===== src/rtl/vram_commit_buffer.sv =====
// Frame-synchronised VRAM write buffer: CPU writes queue in a FIFO and drain to the
// VRAM CPU port only inside a fixed-length commit window opened by frameDrawn.
`timescale 1ns/1ps

module vram_commit_buffer #(
    parameter int ADDR_W = 14,
    parameter int DATA_W = 32,
    parameter int DEPTH  = 16,
    parameter int WINDOW = 1024
) (
    input  logic                     clkPixel,
    input  logic                     nreset,
    input  logic                     wr_valid,
    output logic                     wr_ready,
    input  logic [ADDR_W-1:0]        wr_addr,
    input  logic [DATA_W-1:0]        wr_data,
    input  logic                     frameDrawn,
    output logic [ADDR_W-1:0]        vram_addr,
    output logic [DATA_W-1:0]        vram_d,
    output logic                     vram_we,
    output logic [$clog2(DEPTH):0]   count,
    output logic                     committing
);

    localparam int PTR_W   = $clog2(DEPTH);
    localparam int CNT_W   = PTR_W + 1;
    localparam int WIN_W   = 16;
    localparam int ENTRY_W = ADDR_W + DATA_W;

    localparam logic [CNT_W-1:0] CNT_FULL = CNT_W'(DEPTH);
    localparam logic [WIN_W-1:0] WIN_LOAD = WIN_W'(WINDOW);

    typedef enum logic {
        FILL,
        COMMIT
    } state_e;

    state_e              state_q,     state_d;
    logic [WIN_W-1:0]    win_q,       win_d;
    logic [PTR_W-1:0]    wr_ptr_q,    wr_ptr_d;
    logic [PTR_W-1:0]    rd_ptr_q,    rd_ptr_d;
    logic [CNT_W-1:0]    count_q,     count_d;
    logic [ADDR_W-1:0]   vram_addr_q, vram_addr_d;
    logic [DATA_W-1:0]   vram_d_q,    vram_d_d;
    logic                vram_we_q,   vram_we_d;

    logic [ENTRY_W-1:0]  mem_q [DEPTH];
    logic [ENTRY_W-1:0]  rd_entry;
    logic                push;
    logic                pop;

    // Acceptance looks only at registered occupancy, so a full FIFO refuses a
    // write even on a cycle that frees a slot.
    assign wr_ready = (count_q != CNT_FULL);
    assign push     = wr_valid && wr_ready;
    assign pop      = (state_q == COMMIT) && (count_q != '0);
    assign rd_entry = mem_q[rd_ptr_q];

    always_comb begin
        // NOTE: every variable gets a default first so no path leaves it unassigned (no latches).
        state_d     = state_q;
        win_d       = win_q;
        wr_ptr_d    = wr_ptr_q;
        rd_ptr_d    = rd_ptr_q;
        count_d     = count_q;
        vram_addr_d = vram_addr_q;
        vram_d_d    = vram_d_q;
        vram_we_d   = pop;

        if (push) begin
            wr_ptr_d = wr_ptr_q + PTR_W'(1);
        end
        if (pop) begin
            rd_ptr_d    = rd_ptr_q + PTR_W'(1);
            vram_addr_d = rd_entry[ENTRY_W-1:DATA_W];
            vram_d_d    = rd_entry[DATA_W-1:0];
        end

        unique case ({push, pop})
            2'b10:   count_d = count_q + CNT_W'(1);
            2'b01:   count_d = count_q - CNT_W'(1);
            default: count_d = count_q;
        endcase

        unique case (state_q)
            FILL: begin
                if (frameDrawn) begin
                    state_d = COMMIT;
                    win_d   = WIN_LOAD;
                end
            end
            COMMIT: begin
                // A new frame pulse extends the window rather than stacking a second one.
                if (frameDrawn) begin
                    win_d = WIN_LOAD;
                end else if (win_q == WIN_W'(1)) begin
                    state_d = FILL;
                    win_d   = '0;
                end else begin
                    win_d = win_q - WIN_W'(1);
                end
            end
            default: begin
                state_d = FILL;
                win_d   = '0;
            end
        endcase
    end

    // NOTE: non-blocking assignments for all state so every flop samples pre-edge values.
    always_ff @(posedge clkPixel or negedge nreset) begin
        if (!nreset) begin
            state_q     <= FILL;
            win_q       <= '0;
            wr_ptr_q    <= '0;
            rd_ptr_q    <= '0;
            count_q     <= '0;
            vram_addr_q <= '0;
            vram_d_q    <= '0;
            vram_we_q   <= 1'b0;
        end else begin
            state_q     <= state_d;
            win_q       <= win_d;
            wr_ptr_q    <= wr_ptr_d;
            rd_ptr_q    <= rd_ptr_d;
            count_q     <= count_d;
            vram_addr_q <= vram_addr_d;
            vram_d_q    <= vram_d_d;
            vram_we_q   <= vram_we_d;
        end
    end

    // NOTE: storage is not reset; occupancy and pointers alone decide what is valid.
    always_ff @(posedge clkPixel) begin
        if (push) begin
            mem_q[wr_ptr_q] <= {wr_addr, wr_data};
        end
    end

    assign vram_addr  = vram_addr_q;
    assign vram_d     = vram_d_q;
    assign vram_we    = vram_we_q;
    assign count      = count_q;
    assign committing = (state_q == COMMIT);

endmodule


===== config.mk =====
export PLATFORM = sky130hd
export DESIGN_NAME = vram_commit_buffer
export DESIGN_NICKNAME = d
export VERILOG_FILES = /design/src/rtl/vram_commit_buffer.sv
export SDC_FILE = /design/constraint.sdc
export NUM_CORES = 1
export LEC_CHECK = 0
export ABC_AREA = 1
export CAP_MARGIN = 10
export CORE_UTILIZATION = 50
export CTS_CLUSTER_SIZE = 25
export DETAILED_ROUTE_END_ITERATION = 10
export PLACE_DENSITY = 0.74
export REMOVE_ABC_BUFFERS = 1
export SYNTH_ARGS = -nofsm -noshare
export SYNTH_HDL_FRONTEND = slang
export SYNTH_SLANG_ARGS = --single-unit
export TNS_END_PERCENT = 5

===== constraint.sdc =====
create_clock -name clkPixel -period 7.69 [get_ports clkPixel]
set_clock_uncertainty 0.15 [all_clocks]
set_input_delay 1.538 -clock clkPixel [delete_from_list [all_inputs] [get_ports clkPixel]]
set_output_delay 1.538 -clock clkPixel [all_outputs]
set_load 0.1 [all_outputs]

-- After elaboration in Yosys (flattened, before gate mapping)
Memory sizes are Yosys's and may differ from the RTL's. A register that Yosys moved wholly into a read port is not among the register bits.
Index checks and enable logic that the tools add are counted.
- eq/ne operators: 5
- bitwise logic cells: 1
- reduce and logical (&&, ||, !) cells: 5
- $add $sub $neg: 5
- multiplexer cells: 11
- operators by type and width (operator ; count):
    16-bit 2-to-1 mux ; 3
    16-bit one-hot mux with 2 select lines ; 1
    16-bit by 1-bit == test with 1-bit output (second input constant) ; 1
    16-bit by 1-bit subtractor with 16-bit output (second input constant) ; 1
    5-bit one-hot mux with 2 select lines ; 1
    4-bit by 1-bit adder with 4-bit output (second input constant) ; 2
    5-bit by 1-bit adder with 5-bit output (second input constant) ; 1
    1-bit 2-to-1 mux ; 5
    5-bit != test (second input constant) ; 1
    5-bit nonzero test ; 1
    5-bit by 1-bit subtractor with 5-bit output (second input constant) ; 1
    2-bit by 1-bit == test with 1-bit output (second input constant) ; 1
    2-bit == test (second input constant) ; 1
    1-bit logical AND ; 2
    2-bit != test (second input constant) ; 1
    1-bit one-hot mux with 2 select lines ; 1
    2-bit nonzero test ; 1
    1-bit zero test ; 1
    1-bit inverter ; 1
- word-level logic and storage cells: 34
- bits in writable memories: 736
- memories kept: 1
- output and inout port bits: 54
- bits in registers: 31
- memories (memory ; words ; width ; rd ports ; clocked after memory_dff ; wr ports ; line ; RTL):
    mem_q ; 16 ; 46 ; 1 ; 1 ; 1 ; 47 ; logic [ENTRY_W-1:0] mem_q [DEPTH];

-- Longest topological paths before layout
Gate-level depths: netlist of run 1.
- depth in word-level cells: 4
- gate-level depth with buffers: 15
- mapped depth without buffers: 14

-- Worst setup path before layout of run 1
Ideal clock, no wire load.
- path type: register to register
- start point: reg count_q[1], in the netlist count[1]
- end point: mem mem_q[10][0] (netlist bit) (enable)
- path buffers: 1
- slack: 1.322 ns
- data arrival time: 5.712 ns
- stages on the path, launching flop included: 6
- library setup time: 0.507 ns
- path through: dfrtp_1 > inv_1 > nand4_1 > nand2_1 > buf_2 > nor3_1
- word-level cells in the longest chain between the ends: 4
- ends and longest elaborated chain (item ; line ; RTL):
    from (decl) ; 42 ; logic [CNT_W-1:0] count_q, count_d;
    from (signal assigned) ; 126 ; count_q <= count_d;
    5-bit != test ; 54 ; assign wr_ready = (count_q != CNT_FULL);
    named net wr_ready ; 14 ; output logic wr_ready,
    1-bit logical AND ; 55 ; assign push = wr_valid && wr_ready;
    1-bit 2-to-1 mux ; 135 ; if (push) begin
    1-bit 2-to-1 mux (implied by the code) ; 136 ; mem_q[wr_ptr_q] <= {wr_addr, wr_data};
    to (decl) ; 47 ;
The timed path passes the listed nets, and every way through them passes these cells.

-- Worst setup path after layout of run 1
- start point: in wr_valid
- end point: mem mem_q[11][20] (netlist bit) (enable)
- word-level cells in the longest chain between the ends: 3
- ends and longest elaborated chain (item ; line ; RTL):
    from (decl) ; 13 ; input logic wr_valid,
    1-bit logical AND ; 55 ;
    1-bit 2-to-1 mux ; 135 ;
    1-bit 2-to-1 mux (implied by the code) ; 136 ;
Every way passes these cells.

==> results of run 1 <==
-- cell type report --
cell class,count,area share
clock buffers,109,0.0616
diodes,2,0.000135
well taps,855,0.0288
multi-input cells,1819,0.213
flip-flops and latches,813,0.648
inverters,38,0.00435
repair buffers,142,0.0356
clock inverters,38,0.00833
-- worst min-delay path: stages, from the launching register on --
cell	delay, ps
dfrtp_1	340
nand2_1	50
nand2_1	50
-- metrics by stage --
stage / cells / power (W) / worst slack, ps
after global placement: 3667 / 0.0112 / 2950
after CTS: 3814 / 0.0152 / 3470
after detailed placement: 3667 / 0.0114 / 2830
final: 3816 / 0.0152 / 3420
after global routing: 3816 / 0.0159 / 3310
after floorplan: 2670 / 0.00994 / -3420
-- power breakdown --
part | switching (W) | internal [W] | leakage (nW)
Combinational | 0.00418 | 0.00142 | 5.10
Sequential | 0.000315 | 0.00540 | 7.58
Clock | 0.00164 | 0.00222 | 1.28
-- worst paths after layout --
kind                                           startpoint                   endpoint  slack [ps]  cells past startpoint
worst max-delay path                             wr_valid    mem_q[11][20]$_DFFE_PP_        3420                      6
worst min-delay path            vram_addr[10]$_DFFE_PN0P_  vram_addr[10]$_DFFE_PN0P_         330                      2
worst max register to register    rd_ptr_q[0]$_DFFE_PN0P_     vram_d[15]$_DFFE_PN0P_        3710                     10
worst min register to register  vram_addr[10]$_DFFE_PN0P_  vram_addr[10]$_DFFE_PN0P_         330                      2
max in group asynchronous                          nreset    rd_ptr_q[2]$_DFFE_PN0P_        5470                      2
min in group asynchronous                          nreset     vram_d[20]$_DFFE_PN0P_         710                      1
-- metal layers --
layer / wire length [um] / vias up / part of all wire
met4: 1820 / 4 / 0.023
li1: - / 9873 / -
met5: 31 / - / 0.00040
met1: 31300 / 10600 / 0.40
met2: 38100 / 1007 / 0.49
met3: 6250 / 138 / 0.081
-- Yosys cell counts (all sizes together) --
cell type / instances / area, um^2
dfrtp: 77 / 1930
o21bai: 1 / 7.51
nand4: 3 / 18.8
o21ai: 14 / 70.1
edfxtp: 736 / 22100
clkbuf: 24 / 90.1
fa: 1 / 20.0
nor2: 29 / 111
ha: 11 / 138
xnor2: 3 / 26.3
a21oi: 18 / 90.1
inv: 38 / 145
a31oi: 1 / 6.26
nor3: 12 / 60.1
nand3: 545 / 2730
o22ai: 3 / 18.8
xor2: 16 / 140
nand2: 1162 / 4360
buf: 138 / 832
-- flip-flops by register name, indices dropped and copies added (netlist names) --
signal      cells
mem_q         736
committing      1
vram_d         32
vram_we         1
win_q          16
rd_ptr_q        4
vram_addr      14
wr_ptr_q        4
count           5
-- cells by family after synthesis --
logic type | share of synthesized area
compound gates | 0.00586
xor+xnor | 0.00506
fa+ha+maj | 0.00479
buf+inv | 0.0324
flops | 0.731
simple gates | 0.221
==> flow_summary.yaml, run 1 <==
worst_setup_path:
  cpPeakStageDelay_ps: 710
  cp_common_cell: "nand2_1"
  startpoint_type: "input pin"
  cp.required_ps: 7800
  path_cells: "clkdlybuf4s50_1 -> nand2_1 -> inv_1 -> nand2_1 -> nor2_4 -> buf_4"
  arrival_ps: 4380
  worstSetupEndpointType: "flip-flop"
  cp_max_fo: 25
  cp_num_buf_inv: 3
  crit_family: "simple AND/OR/NAND/NOR gates"
  crit_slowest_cell: "nor2_4"
  critical_path_class: "input pin to flip-flop"
clocking:
  cts_setup_buffers: 0
  clock_latency_ps: 630
  cts_sinks: 813
  htreeDepth: 3
  cts_buffers: 82
  cts-root-buf: "clkbuf_16"
  cts_resized: 0
  hold_buffers: 0
  clkTransAtPathRegs_ps: 60
  cts_tree: "built"
  clk_path_buf_depth: 3
global_routing:
  grt_pass1_wl_mm: 120
  grt_overflow_total: 0
  track_usage: 0.233
  grt_use_met3: 0.0384
  grt-busiest-layer: "met2"
  grt_start_max_net_pins: 168
  grt_pass1_vias: 21400
  use_met2: 0.392
  grtUsageMet1: 0.307
  antenna_found_initial: 4
floorplanning:
  io_pins: 104
  die_h_um: 258
  start_util: 0.508
  die-area_um2: 66800
  rows: 93
  die_x_um: 258
  design.core.area_um2: 64700
placement:
  portBuffers: 103
  gp_congestion: 0.787
  placed_cell_area_um2: 34500
  dp_hpwl_mm: 39.4
pwr:
  powerDensity_nw_per_um2: 409
  worst_ir_drop_vdd_mv: 0.266
  leakage_nw: 14.0
drt:
  viasPerCell: 5.65
  vias: 21600
  remaining_drc_errors: 0
  totalWireLength_mm: 77.6
  ant_nets: 0
  drtIter0Drc: 2677
  first_pass_iters: 6
  wl_per_cell_um: 20.3
yosys:
  yosys_warnings: 0
  netlist_instances: 2832
  ys_seq_elements: 813
  postSynthAreaPerCell_um2: 11.6
  syn-cell-area_um2: 32900
  synth-seq-area-share: 0.731
  yosysUniqueCellTypes: 26
cells_and_area:
  layout_common_cells: "nand2_1 (1161), edfxtp_1 (736), nand3_1 (545)"
  drive_gt1_frac: 0.0639
  multiInputGateArea_um2: 7890
  final_common_cell: "nand2_1"
  fillers: 5007
  post-route-cell-area_um2: 37100
  layout.area.seq_um2: 24000
  syn_to_final_growth_pct: 12.7
  final_util: 0.573
  nets: 2958
worst_hold_path:
  hold_class: "flip-flop to flip-flop"
timing:
  setup_viol: 0
  rsz0062_at_grt: "no"
  period_needed_ps: 4270
  maxClockFrequency_mhz: 234
  finalHoldViolCount: 0
  hold_ws_ps: 328
  period_share: 0.556
  report.final.slew_viol_count: 0
  maxSlewHeadroom: 0.195
  worstMarginPinSlew_ps: 1210
  fin_tns_setup_ps: 0
job:
  maxCapViolCount: 0
outcome:
  status: "finished, final reports clean"
Power figures use the tool's default switching activity.
==> run 2: changes to the inputs <==
clock period = 4.19 ns   (was 7.69 ns; I/O delays follow)
==> flow_summary.yaml, run 2 (same netlist as run 1, synthesis figures left out) <==
outcome:
  status: "finished, final reports clean"
cells_and_area:
  final_cells: 3826
  top_register: "mem_q"
  syn_to_final_growth_pct: 13.8
  layout_common_cells: "nand2_1 (1161), edfxtp_1 (736), nand3_1 (545)"
  post-route-cell-area_um2: 37400
  largest_register_ffs: 736
  nets: 2961
  drive_gt1_frac: 0.0657
  final_common_cell: "nand2_1"
clocking:
  clkTransAtPathRegs_ps: 60
  cts_sinks: 813
  cts_tree: "built"
  cts_resized: 0
  cts_buffers: 81
  htreeDepth: 3
  clock_latency_ps: 630
  clk_path_buf_depth: 3
  cts_setup_buffers: 0
  cts-root-buf: "clkbuf_16"
  hold_buffers: 0
drt:
  totalWireLength_mm: 76.2
  wl_per_cell_um: 19.9
  drtIter0Drc: 2413
  first_pass_iters: 6
  vias: 21500
  remaining_drc_errors: 0
  viasPerCell: 5.63
  ant_nets: 0
floorplanning:
  design.core.area_um2: 64700
  rows: 93
  start_util: 0.508
  io_pins: 104
  die-area_um2: 66800
  die_h_um: 258
  die_x_um: 258
global_routing:
  grt_overflow_total: 0
  grt_pass1_vias: 21300
  grt_start_max_net_pins: 192
  antenna_found_initial: 3
  track_usage: 0.229
  grt_pass1_wl_mm: 119
timing:
  period_needed_ps: 3380
  worstMarginPinSlew_ps: 1050
  period_share: 0.807
  finalHoldViolCount: 0
  rsz0062_at_grt: "no"
  setup_viol: 0
  maxSlewHeadroom: 0.299
  report.final.slew_viol_count: 0
  maxClockFrequency_mhz: 296
worst_setup_path:
  worst_r2r_path_depth: 8
  cp.required_ps: 3200
  startpoint_type: "flip-flop"
  worstSetupEndpointType: "output pin"
  regToRegStartpoint: "rd_ptr_q[0]$_DFFE_PN0P_"
  cp_max_fo: 4
  critical_path_class: "flip-flop to output pin"
  r2r_end: "vram_d[8]$_DFFE_PN0P_"
  reg2reg_slack_ps: 1110
  arrival_ps: 2390
pwr:
  sw_frac_of_total: 0.399
  p_seq_frac: 0.370
  powerDensity_nw_per_um2: 753
  leakage_nw: 14.1
  p_int_w: 0.0169
  power.switching_w: 0.0112
  p_clk_frac: 0.262
  power.share.combinational: 0.368
  worst_ir_drop_vdd_mv: 0.461
worst_hold_path:
  hold_class: "input pin to async pin"
placement:
  portBuffers: 103
  dp_hpwl_mm: 38.4
  placed_cell_area_um2: 34700
  dp_cells: 3671
  gp_congestion: 0.811
job:
  maxCapViolCount: 0
run 2: layer usage:
metal / share of wire / wire length [um] / global-route usage / vias to the layer above
met3: 0.078 / 5950 / 0.0291 / 151
li1: - / - / - / 9908
met2: 0.48 / 36900 / 0.377 / 984
met4: 0.027 / 2060 / 0.0932 / 0
met1: 0.41 / 31200 / 0.311 / 10500
met5: 0 / 0 / 0 / -
run 2: worst max-delay path by stage:
| stage | end | start | depth (start not counted) |
|---|---|---|---|
| floorplan | vram_addr[0]$_DFFE_PN0P_ | rd_ptr_q[0]$_DFFE_PN0P_ | 9 |
| CTS | wr_ready | count[1]$_DFFE_PN0P_ | 3 |
| detailed placement | count[4]$_DFFE_PN0P_ | wr_valid | 13 |
| global route | wr_ready | count[1]$_DFFE_PN0P_ | 3 |
| global placement | count[4]$_DFFE_PN0P_ | wr_valid | 13 |
| finish | wr_ready | count[1]$_DFFE_PN0P_ | 3 |
run 2: power by group through the flow:
stage | Clock (W) | Sequential [W] | Combinational, W
after floorplan | 0 | 0.0127 | 0.00483
final | 0.00739 | 0.0104 | 0.0104
after CTS | 0.00747 | 0.0104 | 0.0104
after global routing | 0.00780 | 0.0105 | 0.0113
after detailed placement | 0 | 0.0106 | 0.0103
after global placement | 0 | 0.0106 | 0.0100
run 2: final cells by class:
class | count | area (um^2)
Fill cell | 5027 | 27300
Clock inverter | 44 | 497
Timing Repair Buffer | 146 | 1510
Inverter | 38 | 161
Multi-Input combinational cell | 1819 | 7890
Antenna cell | 3 | 7.51
Tap cell | 855 | 1070
Sequential cell | 813 | 24000
Clock buffer | 108 | 2240
run 2: stage by stage:
step / setup TNS, ps / power, W / hold WS [ps] / util / setup slack, ps
floorplan: -1795060 / 0.0176 / 321 / - / -6920
global placement: 0 / 0.0206 / 315 / 0.536 / 1060
detailed placement: 0 / 0.0209 / 314 / 0.536 / 999
CTS: 0 / 0.0283 / 87.4 / 0.578 / 771
global route: 0 / 0.0297 / 117 / 0.578 / 732
finish: 0 / 0.0282 / 79.3 / 0.578 / 808
run 2: critical path: stages, from the launching register on:
cell and delay, ps:
dfrtp_1 400, inv_1 120, nand4_1 120, clkdlybuf4s50_1 1140
==> run 3: changes to the inputs <==
PLACE_DENSITY = 0.77   (was 0.74)
clock period = 2.8 ns   (was 4.19 ns; I/O delays follow)
==> flow_summary.yaml, run 3 (same netlist as run 1, synthesis figures left out) <==
floorplanning:
  io_pins: 104
  design.core.area_um2: 64700
  die_h_um: 258
  rows: 93
  die_x_um: 258
  die-area_um2: 66800
  start_util: 0.508
cells_and_area:
  diodes: 0
  multiInputGateArea_um2: 7890
  syn_to_final_growth_pct: 14.3
  largest_register_ffs: 736
  nets: 2991
  layout.area.seq_um2: 24000
  top_register: "mem_q"
  drive_gt1_frac: 0.0889
  layout_common_cells: "nand2_1 (1161), edfxtp_1 (736), nand3_1 (545)"
  final_common_cell: "nand2_1"
  final_util: 0.581
  fillers: 4968
timing:
  maxClockFrequency_mhz: 416
  hold_ws_ps: 328
  worstMarginPinSlew_ps: 795
  rsz0062_at_grt: "no"
  report.final.slew_viol_count: 0
  fin_tns_setup_ps: 0
  setup_viol: 0
  period_needed_ps: 2400
  maxSlewHeadroom: 0.468
  period_share: 0.859
  finalHoldViolCount: 0
placement:
  dp_hpwl_mm: 44.7
  gp_congestion: 0.835
  portBuffers: 103
pwr:
  powerDensity_nw_per_um2: 1120
  worst_ir_drop_vdd_mv: 0.706
  leakage_nw: 14.3
clocking:
  cts_sinks: 813
  clock_latency_ps: 630
  clkTransAtPathRegs_ps: 60
  cts_buffers: 80
  clk_path_buf_depth: 3
  cts_tree: "built"
  htreeDepth: 3
  cts-root-buf: "clkbuf_16"
drt:
  totalWireLength_mm: 78.8
  wl_per_cell_um: 20.5
  drtIter0Drc: 2593
  ant_nets: 0
  vias: 21800
  viasPerCell: 5.66
  first_pass_iters: 5
  remaining_drc_errors: 0
worst_setup_path:
  crit_family: "buffers and inverters"
  reg2reg_slack_ps: 400
  path_cells: "inv_1 -> nand4_1 -> nand2_1 -> buf_4 -> inv_1 -> nand2_1 -> nor2_4 -> buf_12"
  cp.required_ps: 2940
  startpoint_type: "flip-flop"
  cp_num_buf_inv: 4
  crit_slowest_cell: "dfrtp_1"
  arrival_ps: 2540
  cp_max_fo: 40
  cpPeakStageDelay_ps: 400
  worstSetupEndpointType: "flip-flop"
  critical_path_class: "flip-flop to flip-flop"
global_routing:
  track_usage: 0.236
  antenna_found_initial: 0
  grt_pass1_vias: 21200
  grt_overflow_total: 0
  grt_pass1_wl_mm: 121
  grt_start_max_net_pins: 104
worst_hold_path:
  hold_class: "flip-flop to flip-flop"
job:
  maxCapViolCount: 0
outcome:
  status: "finished, final reports clean"
-- run 3: cell types whose count changed in the layout (fill, tap and decap cells not counted), moves of 3 or more --
| cell | previous run | this run |
|---|---|---|
| buf_4 | 31 | 92 |
| bufinv_16 | 9 | 5 |
| diode_2 | 3 | 0 |
| clkinv_1 | 10 | 18 |
| buf_12 | 13 | 36 |
| inv_6 | 5 | 1 |
| clkbuf_8 | 7 | 3 |
| clkdlybuf4s50_1 | 102 | 48 |
-- run 3: area by class of cell --
class | instances | share of cell area
Clock buffer | 103 | 0.0581
Inverter | 38 | 0.00409
Tap cell | 855 | 0.0285
Clock inverter | 43 | 0.00942
Timing Repair Buffer | 177 | 0.0506
Sequential cell | 813 | 0.640
Multi-Input combinational cell | 1819 | 0.210
-- run 3: timing repair --
action	4_1_cts	5_1_grt
setup buffers	0	0
resized for setup	0	0
endpoints found under the hold margin	31	0
hold buffers	1	0
-- run 3: through the flow --
stage	area (um^2)	power [W]	cells	worst slack [ps]
4_1_cts	37600	0.0422	3848	401
5_1_grt	37600	0.0442	3848	243
2_1_floorplan	32000	0.0253	2670	-8310
3_5_place_dp	35000	0.0318	3701	35.1
6_report	37600	0.0421	3848	395
3_3_place_gp	35000	0.0313	3701	69.1
-- run 3: path summary, 6_finish.rpt --
path | from | end | cells past startpoint
worst max-delay path | count[1]$_DFFE_PN0P_ | mem_q[11][24]$_DFFE_PP_ | 8
worst min-delay path | vram_addr[4]$_DFFE_PN0P_ | vram_addr[4]$_DFFE_PN0P_ | 2
worst max register to register | count[1]$_DFFE_PN0P_ | mem_q[11][24]$_DFFE_PP_ | 8
worst min register to register | vram_addr[4]$_DFFE_PN0P_ | vram_addr[4]$_DFFE_PN0P_ | 2
max in group asynchronous | nreset | count[2]$_DFFE_PN0P_ | 3
min in group asynchronous | nreset | vram_addr[0]$_DFFE_PN0P_ | 2
-- run 3: routing by layer --
metal | track usage | vias up | wire (um) | share of wire
li1 | - | 9951 | - | -
met4 | 0.0766 | 0 | 1630 | 0.021
met1 | 0.321 | 10600 | 31800 | 0.40
met5 | 0 | - | 0 | 0
met2 | 0.385 | 1119 | 38200 | 0.48
met3 | 0.0468 | 129 | 7250 | 0.092
-- run 3: worst min-delay path, delay by kind of cell (launching register included) --
| family | cells | cell delay, ps |
|---|---|---|
| DFF | 1 | 340 |
| and+or+nand+nor | 2 | 100 |
-- run 3: power breakdown --
group          internal (W)  total (W)  switching [W]
combinational       0.00424     0.0162         0.0119
clock               0.00597     0.0104        0.00442
sequential           0.0148     0.0156       0.000745
